**src/rtl/stopwatch_core.sv**
```systemverilog
// BCD stopwatch/countdown engine: tick prescaler with fast mode, N-digit up/down
// counter, start/stop/clear/load control, zero flash, and a circular lap memory with recall.
module stopwatch_core #(
   parameter int unsigned DIGITS    = 4,
   parameter int unsigned TICK_DIV  = 5000000,
   parameter int unsigned FAST_MULT = 5,
   parameter int unsigned LAP_DEPTH = 4
) (
   input  logic                             clk,
   input  logic                             reset,
   input  logic                             start,
   input  logic                             stop,
   input  logic                             clear,
   input  logic                             load,
   input  logic [4*DIGITS-1:0]              preset,
   input  logic                             dir,
   input  logic                             fast,
   input  logic                             lap,
   input  logic                             recall,
   output logic [4*DIGITS-1:0]              count_bcd,
   output logic [4*DIGITS-1:0]              disp_bcd,
   output logic                             running,
   output logic                             flashing,
   output logic [$clog2(LAP_DEPTH+1)-1:0]   lap_count,
   output logic                             tick
);

   localparam int unsigned CW  = 4 * DIGITS;
   localparam int unsigned AW  = $clog2(TICK_DIV + FAST_MULT + 1);
   localparam int unsigned PW  = (LAP_DEPTH > 1) ? $clog2(LAP_DEPTH) : 1;
   localparam int unsigned LCW = $clog2(LAP_DEPTH + 1);

   localparam int unsigned EV_START  = 0;
   localparam int unsigned EV_STOP   = 1;
   localparam int unsigned EV_CLEAR  = 2;
   localparam int unsigned EV_LOAD   = 3;
   localparam int unsigned EV_LAP    = 4;
   localparam int unsigned EV_RECALL = 5;

   function automatic logic [CW-1:0] bcd_inc(input logic [CW-1:0] v);
      logic [CW-1:0] r;
      logic          c;
      r = v;
      c = 1'b1;
      for (int unsigned i = 0; i < DIGITS; i++) begin
         if (c) begin
            if (v[4*i +: 4] == 4'd9) r[4*i +: 4] = 4'd0;
            else begin
               r[4*i +: 4] = v[4*i +: 4] + 4'd1;
               c = 1'b0;
            end
         end
      end
      return r;
   endfunction

   function automatic logic [CW-1:0] bcd_dec(input logic [CW-1:0] v);
      logic [CW-1:0] r;
      logic          b;
      r = v;
      b = 1'b1;
      for (int unsigned i = 0; i < DIGITS; i++) begin
         if (b) begin
            if (v[4*i +: 4] == 4'd0) r[4*i +: 4] = 4'd9;
            else begin
               r[4*i +: 4] = v[4*i +: 4] - 4'd1;
               b = 1'b0;
            end
         end
      end
      return r;
   endfunction

   function automatic logic [CW-1:0] bcd_sat(input logic [CW-1:0] v);
      logic [CW-1:0] r;
      for (int unsigned i = 0; i < DIGITS; i++)
         r[4*i +: 4] = (v[4*i +: 4] > 4'd9) ? 4'd9 : v[4*i +: 4];
      return r;
   endfunction

   function automatic logic [PW-1:0] ptr_next(input logic [PW-1:0] p);
      return (p == PW'(LAP_DEPTH - 1)) ? '0 : p + PW'(1);
   endfunction

   function automatic logic [PW-1:0] ptr_prev(input logic [PW-1:0] p);
      return (p == '0) ? PW'(LAP_DEPTH - 1) : p - PW'(1);
   endfunction

   logic [5:0]     in_q, in_prev, ev;
   logic [AW-1:0]  acc, acc_d, inc, acc_sum;
   logic           dir_q, dir_d, fast_q, fast_d;
   logic           view, view_d;
   logic [PW-1:0]  view_ptr, view_ptr_d, wr_ptr, wr_ptr_d, newest, oldest;
   logic [CW-1:0]  count_d, cnt_inc, cnt_dec;
   logic           running_d, flashing_d, tick_d, step, lap_we;
   logic [LCW-1:0] lap_count_d;
   logic [CW-1:0]  lap_mem [LAP_DEPTH];

   assign ev        = in_q & ~in_prev;
   assign inc       = fast_q ? AW'(FAST_MULT) : AW'(1);
   assign acc_sum   = acc + inc;
   assign cnt_inc   = bcd_inc(count_bcd);
   assign cnt_dec   = bcd_dec(count_bcd);
   assign newest    = ptr_prev(wr_ptr);
   assign oldest    = (lap_count == LCW'(LAP_DEPTH)) ? wr_ptr : '0;
   assign disp_bcd  = view ? lap_mem[view_ptr] : count_bcd;

   // Next-state logic for counter, control flags and lap memory pointers.
   always_comb begin
      acc_d       = acc;
      dir_d       = dir_q;
      fast_d      = fast_q;
      view_d      = view;
      view_ptr_d  = view_ptr;
      wr_ptr_d    = wr_ptr;
      count_d     = count_bcd;
      running_d   = running;
      flashing_d  = flashing;
      lap_count_d = lap_count;
      tick_d      = 1'b0;
      step        = 1'b0;
      lap_we      = 1'b0;

      if (!running) begin
         dir_d  = dir;
         fast_d = fast;
      end

      if (running) begin
         if (acc_sum >= AW'(TICK_DIV)) begin
            acc_d = '0;
            step  = 1'b1;
         end else begin
            acc_d = acc_sum;
         end
      end

      if (step) begin
         tick_d = 1'b1;
         if (dir_q) begin
            count_d = cnt_inc;
         end else begin
            count_d = cnt_dec;
            if (cnt_dec == '0) begin
               running_d  = 1'b0;
               flashing_d = 1'b1;
            end
         end
      end

      if (ev[EV_STOP]) begin
         running_d = 1'b0;
      end else if (ev[EV_START] && !running && (dir_q || count_bcd != '0)) begin
         running_d  = 1'b1;
         flashing_d = 1'b0;
         view_d     = 1'b0;
      end

      if (!running) begin
         if (ev[EV_CLEAR]) begin
            count_d     = '0;
            acc_d       = '0;
            lap_count_d = '0;
            flashing_d  = 1'b0;
            view_d      = 1'b0;
            wr_ptr_d    = '0;
            view_ptr_d  = '0;
         end else if (ev[EV_LOAD]) begin
            count_d    = bcd_sat(preset);
            acc_d      = '0;
            flashing_d = 1'b0;
         end
      end

      // Lap capture takes priority over recall in the same cycle.
      if (ev[EV_LAP] && running && dir_q) begin
         lap_we     = 1'b1;
         wr_ptr_d   = ptr_next(wr_ptr);
         view_d     = 1'b1;
         view_ptr_d = wr_ptr;
         if (lap_count != LCW'(LAP_DEPTH)) lap_count_d = lap_count + LCW'(1);
      end else if (ev[EV_RECALL] && lap_count != '0) begin
         view_d = 1'b1;
         if (!view || view_ptr == oldest) view_ptr_d = newest;
         else                             view_ptr_d = ptr_prev(view_ptr);
      end
   end

   always_ff @(posedge clk) begin
      if (reset) begin
         in_q      <= '0;
         in_prev   <= '0;
         acc       <= '0;
         dir_q     <= 1'b1;
         fast_q    <= 1'b0;
         view      <= 1'b0;
         view_ptr  <= '0;
         wr_ptr    <= '0;
         count_bcd <= '0;
         running   <= 1'b0;
         flashing  <= 1'b0;
         lap_count <= '0;
         tick      <= 1'b0;
         lap_mem   <= '{default: '0};
      end else begin
         in_q      <= {recall, lap, load, clear, stop, start};
         in_prev   <= in_q;
         acc       <= acc_d;
         dir_q     <= dir_d;
         fast_q    <= fast_d;
         view      <= view_d;
         view_ptr  <= view_ptr_d;
         wr_ptr    <= wr_ptr_d;
         count_bcd <= count_d;
         running   <= running_d;
         flashing  <= flashing_d;
         lap_count <= lap_count_d;
         tick      <= tick_d;
         if (lap_we) lap_mem[wr_ptr] <= count_bcd;
      end
   end

endmodule

```
**config.mk**
```make
export PLATFORM = sky130hd
export DESIGN_NAME = stopwatch_core
export DESIGN_NICKNAME = d
export VERILOG_FILES = /design/src/rtl/stopwatch_core.sv
export SDC_FILE = /design/constraint.sdc
export NUM_CORES = 1
export LEC_CHECK = 0
export CAP_MARGIN = 10
export CORE_AREA = 2 2 119 121
export DETAILED_ROUTE_END_ITERATION = 16
export DIE_AREA = 0 0 121 123
export GPL_ROUTABILITY_DRIVEN = 0
export PLACE_DENSITY = 0.81
export SYNTH_ARGS = -nofsm -noshare
export SYNTH_HDL_FRONTEND = slang
export SYNTH_SLANG_ARGS = --single-unit
```
**constraint.sdc**
```tcl
create_clock -name clk -period 8 [get_ports clk]
set_clock_uncertainty 0.1 [all_clocks]
set_input_delay 0.8 -clock clk [delete_from_list [all_inputs] [get_ports clk]]
set_output_delay 0.8 -clock clk [all_outputs]
set_load 0.05 [all_outputs]
```
Yosys cells after proc, flatten, opt, wreduce, memory -nomap -nowiden
Cells that the tools add are included.
{"block": "totals", "ff_bits": 128, "elab_cells": 162, "out_inout_bits": 38}
{"block": "op_classes", "bitwise": 4, "magnitude_cmp": 8, "n_eq_ne": 11, "muxes": 82, "n_addsub": 13, "reduce_logical": 27}
{"operator": "two-way mux 16 bit", "n": 9}
{"operator": "two-way mux 23 bit", "n": 5}
{"operator": "two-way mux 4 bit", "n": 18}
{"operator": "bitwise mux 64 bit", "n": 1}
{"operator": "binary-select mux 16 bit (select 2 bit)", "n": 1}
{"operator": "demux 16 bit (select 2 bit)", "n": 1}
{"operator": "two-way mux 1 bit", "n": 32}
{"operator": "adder 23 x 3 -> 23 bit", "n": 1}
{"operator": ">= comparator 23 bit (second input constant)", "n": 1}
{"operator": "two-way mux 2 bit", "n": 10}
{"operator": "adder 4 x 1 -> 4 bit (second input constant)", "n": 4}
{"operator": "equality test 4 bit (second input constant)", "n": 4}
{"operator": "greater-than comparator 4 bit (second input constant)", "n": 4}
{"operator": "logical NOT 16 bit", "n": 1}
{"operator": "logical NOT 4 bit", "n": 4}
{"operator": "nonzero test 16 bit", "n": 1}
{"operator": "subtractor 4 x 1 -> 4 bit (second input constant)", "n": 4}
{"operator": "two-way mux 3 bit", "n": 5}
{"operator": "bitwise AND 6 bit", "n": 1}
{"operator": ">= comparator 3 bit (second input constant)", "n": 2}
{"operator": "logical AND 1 bit", "n": 6}
{"operator": "NOT 2 -> 3 bit", "n": 2}
{"operator": "NOT 6 bit", "n": 1}
{"operator": "nonzero test 2 bit", "n": 3}
{"operator": "other kinds (17)", "n": 24}

Depth between registers and ports, before layout
{"block": "depth", "word_depth": 14, "mapped_depth": 12}

Worst setup path before layout
OpenSTA, ideal clock, no wires.
{"block": "synth_path", "path_kind": "register to output", "start": "register view_ptr[1]", "end": "output port disp_bcd[4]", "path_stages_with_launch": 6, "arrival_time_ps": 2311, "path_buffers": 2, "path_slack_ps": 4789, "required_ps": 7100, "cell_sequence": "dfxtp_1 -> clkbuf_1 -> clkbuf_1 -> mux4_2 -> nand2_1 -> o21ai_0"}
{"block": "synth_via", "elab_chain_cells": 5}
{"element": "from (decl)", "line": "93", "text": "logic [PW-1:0] view_ptr, view_ptr_d, wr_ptr, wr_ptr_d, newest, oldest;"}
{"element": "from (signal assigned)", "line": "212", "text": "view_ptr <= view_ptr_d;"}
{"element": "NOT 2 -> 3 bit (not written as such)", "line": "106", "text": "assign disp_bcd = view ? lap_mem[view_ptr] : count_bcd;"}
{"element": "binary-select mux 16 bit (select 2 bit)", "line": "106"}
{"element": "two-way mux 16 bit (not written as such) (2 in a row)", "line": "106"}
{"element": "two-way mux 16 bit", "line": "106"}
{"element": "to (decl)", "line": "21", "text": "output logic [4*DIGITS-1:0] disp_bcd,"}
No other way between the ends. The select of a mux whose other input is x is not followed.

Final worst setup path
{"block": "layout_path", "start": "register view_ptr[0]", "end": "output port disp_bcd[2]"}
The elaborated chain is that of the path after synthesis.

==> summary.txt <==
outcome: finished, final reports clean
DRT antenna net count: 0
pwr dens: 209 nW/um2
CTS tree: built
Worst Setup End Kind: output pin
Final period util: 0.504
placed cell count: 1052
Seq. cell area: 2560 um2
critical path class: register to output pin
post-CTS sizing: 0
dpl hpwl: 11.9 mm
WL/cell: 17.4 um
setup TNS: 0 ns
filler instances: 1117
die width: 121 um
IO Count: 64
EDFF count, synth: 0
Final Non-Filler Cells: 1084
CTS root buffer: clkbuf_16
die area: 14900 um2
first-pass GRT wire length: 30.4 mm
Yosys Warn Count: 0
Synth cell types: 82
Peak VDD IR: 0.147 mV
busiest grt layer: met2
syn nets: 903
row count: 43
Yosys reg bits: 128
worst min-delay path class: register to register
met3 Use GR: 0.0613
Async SR Flop Fraction: 0
CP Launch Type: register
most frequent cells in the layout: nand2_1 (187), dfxtp_1 (128), a21oi_1 (82)
RSZ-0062 raised after global routing: false
most common cell after layout, fill and taps aside: nand2_1
htree depth: 4
Max Buffers Root-to-Sink: 2
critical-path maximum fanout: 20
Hold Buf Count CTS: 0
critical path required time: 7.10 ns
Cells after Synth: 868
antenna violations before repair: 0
Pleak: 2.83 nW
pins over their slew limit: 0
Die H: 123 um
share of layout cells above drive strength 1: 0.107
postcts setup bufs: 0
vias per inst: 6.12
total CTS buffers: 17
grt met2 use: 0.390
relative slew slack: 0.244
Design Power: 1.75 mW
top cell type's share of synthesized area: 0.365
DR vias: 6629
minimum clock period: 4.03 ns
Initial Util: 0.516
worst hold slack: 0.354 ns
pin count of the biggest net entering global routing: 103
met1 Use GR: 0.352
Worst-Skew Late Latency: 0.43 ns
Detailed Routing Iterations Pass 1: 5
buffers added on ports: 63
synthesized area: 7030 um2
cell taking the most area after synthesis: dfxtp_1
hold path depth: 2
Final Net Count: 926
# setup viols final: 0
max-cap violation count: 0
Synth Area per Inst: 8.10 um2
Worst EP arrival: 3.13 ns
gr ovfl total: 0
final hold violation count: 0
Core Util, Final: 0.614
Overall Global Routing Usage: 0.257
Multi-input gate area: 4130 um2
# diodes: 0
area grow syn2layout: 18.9%
Post-synth top flop: dfxtp_1
vias in the first global route: 6036
FMAX: 248 MHz
FF-to-FF path depth: 9
drc violations: 0
post-synthesis sequential area ratio: 0.365
main area contributors after synthesis: dfxtp_1 (36%), nand2_1 (10%), a21oi_1 (5.8%)
Reg clk slew, reported paths: 0.06 ns
Worst Tran Pin Value: 1.13 ns
TritonCTS Sinks: 128
core outline area: 13600 um2
Starting DRT DRC Count: 728
Post-Route WL: 18.8 mm
worst paths after layout:
path,to,from,slack (ns)
setup / recovery,disp_bcd[2],view_ptr[0]$_SDFFE_PP0P_,3.97
hold reg to reg,lap_mem[11]$_SDFFE_PP0P_,lap_mem[11]$_SDFFE_PP0P_,0.35
hold / removal,lap_mem[11]$_SDFFE_PP0P_,lap_mem[11]$_SDFFE_PP0P_,0.35
setup reg to reg,count_bcd[5]$_SDFF_PP0_,acc[2]$_SDFF_PP0_,4.15
cell type report:
cell class / count / area share
clock inverter: 15 / 0.0331
tap: 180 / 0.0270
timing repair buffer: 68 / 0.0797
multi-input combinational: 657 / 0.494
clock buffer: 17 / 0.0509
inverter: 19 / 0.00853
sequential: 128 / 0.307
critical path, cell delays in order, from the launching register on:
cell and delay (ns):
dfxtp_1 1.05, mux4_2 0.61, nand2_1 0.08, o21ai_0 0.18, clkdlybuf4s50_1 0.78
cell usage after synthesis (3+ instances only):
cell type / number
nand2_1: 187
dfxtp_1: 128
a21oi_1: 82
clkbuf_1: 51
nor2_1: 51
o21ai_0: 36
nand3_1: 26
inv_1: 18
nor2b_1: 18
nor3_1: 18
mux4_2: 16
nor4_1: 15
mux2_2: 14
a21o_1: 13
a22oi_1: 9
ha_1: 9
xor2_1: 9
and3_1: 8
o21ai_1: 8
a211oi_1: 7
mux2i_1: 7
nand2b_1: 7
o211ai_1: 7
or3_1: 7
and2_1: 6
xnor2_1: 6
a31oi_1: 5
nand4_1: 5
nor3b_1: 5
a32oi_1: 4
buf_1: 4
nor4b_1: 4
a221o_1: 3
a311o_1: 3
a311oi_1: 3
and4_1: 3
buf_2: 3
buf_4: 3
buf_6: 3
nand4_2: 3
nor3b_2: 3
o31a_1: 3
registers in the layout (all words and copies together), names as in the netlist:
name / cells
lap_mem: 64
acc: 23
count_bcd: 16
in_prev: 6
in_q: 6
lap_count: 3
view_ptr: 2
wr_ptr: 2
dir_q: 1
fast_q: 1
flashing: 1
running: 1
tick: 1
view: 1
metrics by stage:
step / setup WS (ns) / area (um2)
floorplan: 4.79 / 7030
global placement: 4.32 / 7650
detailed placement: 4.23 / 7650
CTS: 4.01 / 8360
global route: 3.76 / 8360
finish: 3.97 / 8360
power by group:
group	internal, mW	switching (mW)
Combinational	0.0582	0.100
Clock	0.620	0.302
Sequential	0.647	0.0219
cell families (layout without fill, tap and decap cells):
family | after synthesis | after routing | synth area share
DFF | 128 | 128 | 0.365
buffers and inverters | 83 | 119 | 0.0497
AOI/OAI and AO/OA | 214 | 214 | 0.203
adders and majority gates | 9 | 9 | 0.0160
and+or+nand+nor | 382 | 382 | 0.264
muxes | 37 | 37 | 0.0837
xor gates and xnor gates | 15 | 15 | 0.0187
per-layer routing:
layer  share of wire  vias up
li1                -     3153
met1            0.44     3146
met2            0.45      294
met3           0.086       36
met4           0.023        0
met5               0        -
No activity file was read; power rests on OpenSTA's default activity.
==> patch 1 (config.mk and constraints unchanged) <==
Add an input register stage for `lap`, cleared by the reset; this delays it by one clock. The other inputs are not delayed to match.
--- a/src/rtl/stopwatch_core.sv
+++ b/src/rtl/stopwatch_core.sv
@@ -38,4 +38,14 @@
    localparam int unsigned EV_RECALL = 5;
 
+   logic lap_q;
+
+   always_ff @(posedge clk) begin
+      if (reset) begin
+         lap_q <= '0;
+      end else begin
+         lap_q <= lap;
+      end
+   end
+
    function automatic logic [CW-1:0] bcd_inc(input logic [CW-1:0] v);
       logic [CW-1:0] r;
@@ -204,5 +214,5 @@
          lap_mem   <= '{default: '0};
       end else begin
-         in_q      <= {recall, lap, load, clear, stop, start};
+         in_q      <= {recall, lap_q, load, clear, stop, start};
          in_prev   <= in_q;
          acc       <= acc_d;
Check against the original RTL: not equivalent (a bounded check fails within 4 cycles, from zero or initial values and one cycle with reset high).
==> patch 1 against the original RTL <==
Fmax up 0.66%. Power down 12%. Area after synthesis rose by 0.53%. Sequential cell count is 1 higher. Routed wire length down 0.14%. Cell area fell by 1.6%. Worst setup slack improved by 26 ps. Via count rose by 0.87%. Critical endpoint is now disp_bcd[15].
==> patch 1: results (changes against the original RTL) <==
.. list-table::
   :header-rows: 1

   * - Metric
     - Value
   * - CTS clk-pin slew, worst paths
     - 60 ps (about the same)
   * - Synth Area per Inst
     - 7.948 µm² (-1.8%)
   * - Worst-case setup slack after placement
     - 4188 ps (-41.99 ps)
   * - Global-route wire length before repair
     - 30240 µm (-0.59%)
   * - Share of the yosys chip area belonging to registers
     - 0.3655 (+0.0008964)
   * - Post-cts gate resize count
     - 0 (unchanged)
   * - Via count of the first global-routing pass
     - 6066 (+0.50%)
   * - Highest fanout seen on the critical path
     - 20 (unchanged)
   * - Number of inserted diodes
     - 0 (unchanged)
   * - Number of cells after detailed placement
     - 1068 (+1.5%)
   * - Outcome
     - finished clean
   * - Number of different library cells in the post-synthesis netlist
     - 75 (-8.5%)
   * - Overall global routing resource usage
     - 0.2555 (-0.001731)
   * - Register area
     - 2582 µm² (+0.78%)
   * - Setup bufs post-CTS
     - 0 (unchanged)
   * - Max-Slew Margin vs Limit
     - 0.2584 (+0.01411)
   * - Detailed router's first-iteration violation count
     - 812 (+12%)
   * - Share of the synthesized area in compound gates (AO/OA/AOI/OAI)
     - 0.2109 (+0.007953)
   * - Instance area after placement
     - 7676 µm² (+0.28%)
   * - Worst Path Arrival
     - 3100 ps (-30 ps)
   * - Maximum VDD drop
     - 153.2 µV (+4.1%)
   * - Clock latency reported for the late side of the worst-skew pair
     - 420 ps
   * - Commonest cells in the synthesized netlist
     - sky130_fd_sc_hd__nand2_1, sky130_fd_sc_hd__dfxtp_1, sky130_fd_sc_hd__a21oi_1, sky130_fd_sc_hd__clkbuf_1, sky130_fd_sc_hd__nor2_1
   * - Number of vias per cell after detailed routing
     - 6.079 (-0.59%)
   * - Syn Nets
     - 924 (+2.3%)
   * - Synthesis warning total
     - 0 (unchanged)
   * - Filler cell count in the final layout
     - 1149 (+2.9%)
   * - Largest net degree at the start of global routing
     - 104 (+0.97%)
   * - Initial DRT Pass Iterations
     - 6 (+1)
   * - Root cell of the clock tree
     - sky130_fd_sc_hd__clkbuf_16
   * - Net total in the final layout
     - 942 (+1.7%)
   * - Leakage Power
     - 2.700 nW (-4.7%)
   * - Cells taking the most area after synthesis
     - sky130_fd_sc_hd__dfxtp_1, sky130_fd_sc_hd__nand2_1, sky130_fd_sc_hd__a21oi_1, sky130_fd_sc_hd__mux4_2, sky130_fd_sc_hd__clkbuf_1
   * - Share of layout cells above drive strength 1
     - 0.09783 (-0.009475)
   * - Post-synthesis adder-cell area fraction
     - 0.01594 (-0.00008512)
   * - Routed WL per cell
     - 17.09 µm (-1.6%)
   * - Portion of netlist area occupied by mux cells
     - 0.08022 (-0.003455)
   * - Antenna violations before repair
     - 0 (unchanged)
   * - Total Wirelength
     - 18800 µm (-0.14%)
   * - Placed wire-length estimate
     - 12260 µm (+2.7%)
   * - Parity-gate share of the synthesized area counting xor and xnor cells
     - 0.01859 (-0.00009931)
patch 1: cell count changes in the layout (fill, tap and decap cells not counted), sizes merged, moves of 6 or more:
| cell | change |
|---|---|
| a31oi | +12 |
| o21ai | -10 |
| a21o | -8 |
| a21oi | +8 |
| nor4 | -8 |
| bufinv | -7 |
| a221oi | +6 |
patch 1: layout make-up:
class                      count  area share
tap                          180     0.02738
timing repair buffer          69     0.08183
clock inverter                15     0.01521
multi-input combinational    669      0.5004
sequential                   129      0.3139
inverter                      21    0.009582
clock buffer                  17     0.05171
patch 1: cells by family after synthesis:
kind of cell,Yosys count
buffers and inverters,91
and+or+nand+nor,381
AOI/OAI and AO/OA,229
adders and majority gates,9
xor gates and xnor gates,15
DFF,129
muxes,35
patch 1: path summary, 6_finish.rpt:
path	endpoint	cells past startpoint	slack (ps)	startpoint
worst min register to register	lap_mem[24]	2	350	lap_mem[24]
worst max register to register	acc[6]	10	4200	acc[2]
worst max-delay path	disp_bcd[15]	4	4000	view_ptr[0]
worst min-delay path	lap_mem[24]	2	350	lap_mem[24]
patch 1: per-layer routing:
metal,up-vias,routed length [µm],track usage
met4,0,358,0.08430
met2,248,8962,0.4242
met3,37,1441,0.06596
met1,3188,8033,0.3249
met5,-,0,0
li1,3214,-,-
patch 1: report_power, final:
| group | switching, W | internal (W) |
|---|---|---|
| combinational | 0.0000878 | 0.0000516 |
| clock | 0.000320 | 0.000403 |
| sequential | 0.0000222 | 0.000651 |
| total | 0.000430 | 0.00111 |
patch 1: critical path, stage by stage, from the launching register on:
cell	delay (ps)
sky130_fd_sc_hd__dfxtp_1	1030
sky130_fd_sc_hd__mux4_2	600
sky130_fd_sc_hd__nand2_1	70
sky130_fd_sc_hd__o21ai_0	190
sky130_fd_sc_hd__clkdlybuf4s50_1	790
==> patch 2 (same flow settings) <==
Made on the original files. The parameter `TICK_DIV` goes from 5000000 to 2500000.
--- a/src/rtl/stopwatch_core.sv
+++ b/src/rtl/stopwatch_core.sv
@@ -3,5 +3,5 @@
 module stopwatch_core #(
    parameter int unsigned DIGITS    = 4,
-   parameter int unsigned TICK_DIV  = 5000000,
+   parameter int unsigned TICK_DIV  = 2500000,
    parameter int unsigned FAST_MULT = 5,
    parameter int unsigned LAP_DEPTH = 4
Behaviour: no difference found for any inputs over 4 cycles, from zero or initial values and one cycle with reset high; that may be too few to reach the edited logic, so the function may still have changed.
==> patch 2 against the original RTL <==
Sequential share of layout area up 0.80 points. Cell area down 3.3%. Non-clock buffer count did not move. Sequential cell count decreased by 1. Worst setup slack better by 46 ps. Routed wire length shrank 2.7%. Power fell by 9.5%. Area after synthesis is 2.5% lower. Critical path type unchanged.
==> patch 2: results (changes against the original RTL) <==
.. list-table::
   :header-rows: 1

   * - Metric
     - Value
   * - Share of the yosys chip area belonging to registers
     - 0.3710 (+0.006399)
   * - Clock latency reported for the late side of the worst-skew pair
     - 440 ps
   * - CTS Buf Count
     - 17 (unchanged)
   * - Worst-case setup slack after placement
     - 4529 ps (+299.1 ps)
   * - Global-route wire length before repair
     - 29350 µm (-3.5%)
   * - Root cell of the clock tree
     - sky130_fd_sc_hd__clkbuf_16
   * - Setup bufs post-CTS
     - 0 (unchanged)
   * - Synthesis warning total
     - 0 (unchanged)
   * - Proportion of synthesized flip-flops having asynchronous set or reset
     - 0 (unchanged)
   * - Net total in the final layout
     - 911 (-1.6%)
   * - CTS clk-pin slew, worst paths
     - 60 ps (about the same)
   * - Slowest Stage Delay on Critical Path
     - 1030 ps (-20 ps)
   * - Worst Path Arrival
     - 3080 ps (-50 ps)
   * - Worst slew pin tran
     - 1075 ps (-58.60 ps)
   * - Overall global routing resource usage
     - 0.2521 (-0.005084)
   * - Commonest cells in the synthesized netlist
     - sky130_fd_sc_hd__nand2_1, sky130_fd_sc_hd__dfxtp_1, sky130_fd_sc_hd__a21oi_1, sky130_fd_sc_hd__clkbuf_1, sky130_fd_sc_hd__nor2_1
   * - Total Wirelength
     - 18320 µm (-2.7%)
   * - PortBufs
     - 63 (unchanged)
   * - Clock H-tree levels
     - 4 (unchanged)
   * - Number of different library cells in the post-synthesis netlist
     - 65 (-21%)
   * - Number of inserted diodes
     - 0 (unchanged)
   * - Detailed router's first-iteration violation count
     - 634 (-13%)
   * - Leakage Power
     - 2.630 nW (-7.1%)
   * - Post-cts gate resize count
     - 0 (unchanged)
   * - Filler cell count in the final layout
     - 1185 (+6.1%)
   * - Worst-path cell with the longest stage delay
     - sky130_fd_sc_hd__dfxtp_1
   * - Initial DRT Pass Iterations
     - 5 (unchanged)
   * - Share of layout cells above drive strength 1
     - 0.09224 (-0.01506)
   * - Largest net degree at the start of global routing
     - 99 (-3.9%)
   * - Routed WL per cell
     - 17.13 µm (-1.3%)
   * - Maximum VDD drop
     - 226.9 µV (+54%)
   * - Registers with the most flip-flops
     - lap_mem x64, acc x22, count_bcd x16
   * - Antenna violations before repair
     - 0 (unchanged)
   * - Syn Nets
     - 893 (-1.1%)
   * - Cells after synthesis
     - 858 (-1.2%)
   * - Outcome
     - finished clean
   * - Cells taking the most area after synthesis
     - sky130_fd_sc_hd__dfxtp_1, sky130_fd_sc_hd__nand2_1, sky130_fd_sc_hd__a21oi_1, sky130_fd_sc_hd__mux4_2, sky130_fd_sc_hd__o21ai_0
   * - Via count of the first global-routing pass
     - 5867 (-2.8%)
   * - Class of the tightest hold or removal check
     - flop to flop
   * - Number of cells after detailed placement
     - 1037 (-1.4%)
   * - Placed wire-length estimate
     - 11860 µm (-0.68%)
   * - Number of vias per cell after detailed routing
     - 5.934 (-3.0%)
   * - PnR worst setup slack
     - 4017 ps (+45.69 ps)
   * - Highest fanout seen on the critical path
     - 20 (unchanged)
   * - Clock tree buffer depth
     - 2 (unchanged)
==> patch 2: area by class of cell <==
cell class / count / area [µm²] / share of cell area
timing repair buffer: 68 / 665.6 / 0.08237
sequential: 127 / 2542 / 0.3146
clock buffer: 17 / 425.4 / 0.05264
tap: 180 / 225.2 / 0.02787
clock inverter: 15 / 175.2 / 0.02168
multi-input combinational: 638 / 3958 / 0.4897
inverter: 24 / 90.09 / 0.01115
==> patch 2: cell families after synthesis <==
group                      after synthesis  synth area share
buffers and inverters                   93           0.05368
muxes                                   46           0.09896
adders and majority gates                9           0.01643
DFF                                    127            0.3710
and+or+nand+nor                        351            0.2459
AOI/OAI and AO/OA                      214            0.1910
xor gates and xnor gates                18           0.02301
==> patch 2: stage by stage <==
step / utilization / instance area (µm²)
after floorplan: - / 6853
after global placement: 0.5496 / 7481
after detailed placement: 0.5496 / 7481
after CTS: 0.5937 / 8082
after global routing: 0.5937 / 8082
final: 0.5937 / 8082
==> patch 2: per-layer routing <==
| layer | vias to the layer above | global-route usage | share of wire | wire length [µm] |
|---|---|---|---|---|
| li1 | 3076 | - | - | - |
| met1 | 3011 | 0.3153 | 0.43 | 7867 |
| met2 | 222 | 0.4245 | 0.49 | 8967 |
| met3 | 34 | 0.05397 | 0.059 | 1080 |
| met4 | 0 | 0.1025 | 0.022 | 400 |
| met5 | - | 0 | 0 | 0 |
==> patch 2: final timing paths <==
kind	startpoint	to	slack (ps)	cells after the start
worst max-delay path	view_ptr[0]	disp_bcd[2]	4020	4
worst min-delay path	lap_mem[4]	lap_mem[4]	350	2
worst max register to register	fast_q	count_bcd[1]	4510	10
worst min register to register	lap_mem[4]	lap_mem[4]	350	2
==> patch 2: power breakdown <==
group	internal, W	leakage (nW)	switching [W]
combinational	0.0000505	1.31	0.0000814
sequential	0.000641	1.03	0.0000205
clock	0.000469	0.296	0.000322
==> patch 2: critical path: cells and delay by family (launching register included) <==
kind | cells | cell delay, ps
flops | 1 | 1030
mux | 1 | 600
compound gates | 1 | 160
simple gates | 1 | 80
buf+inv | 1 | 780
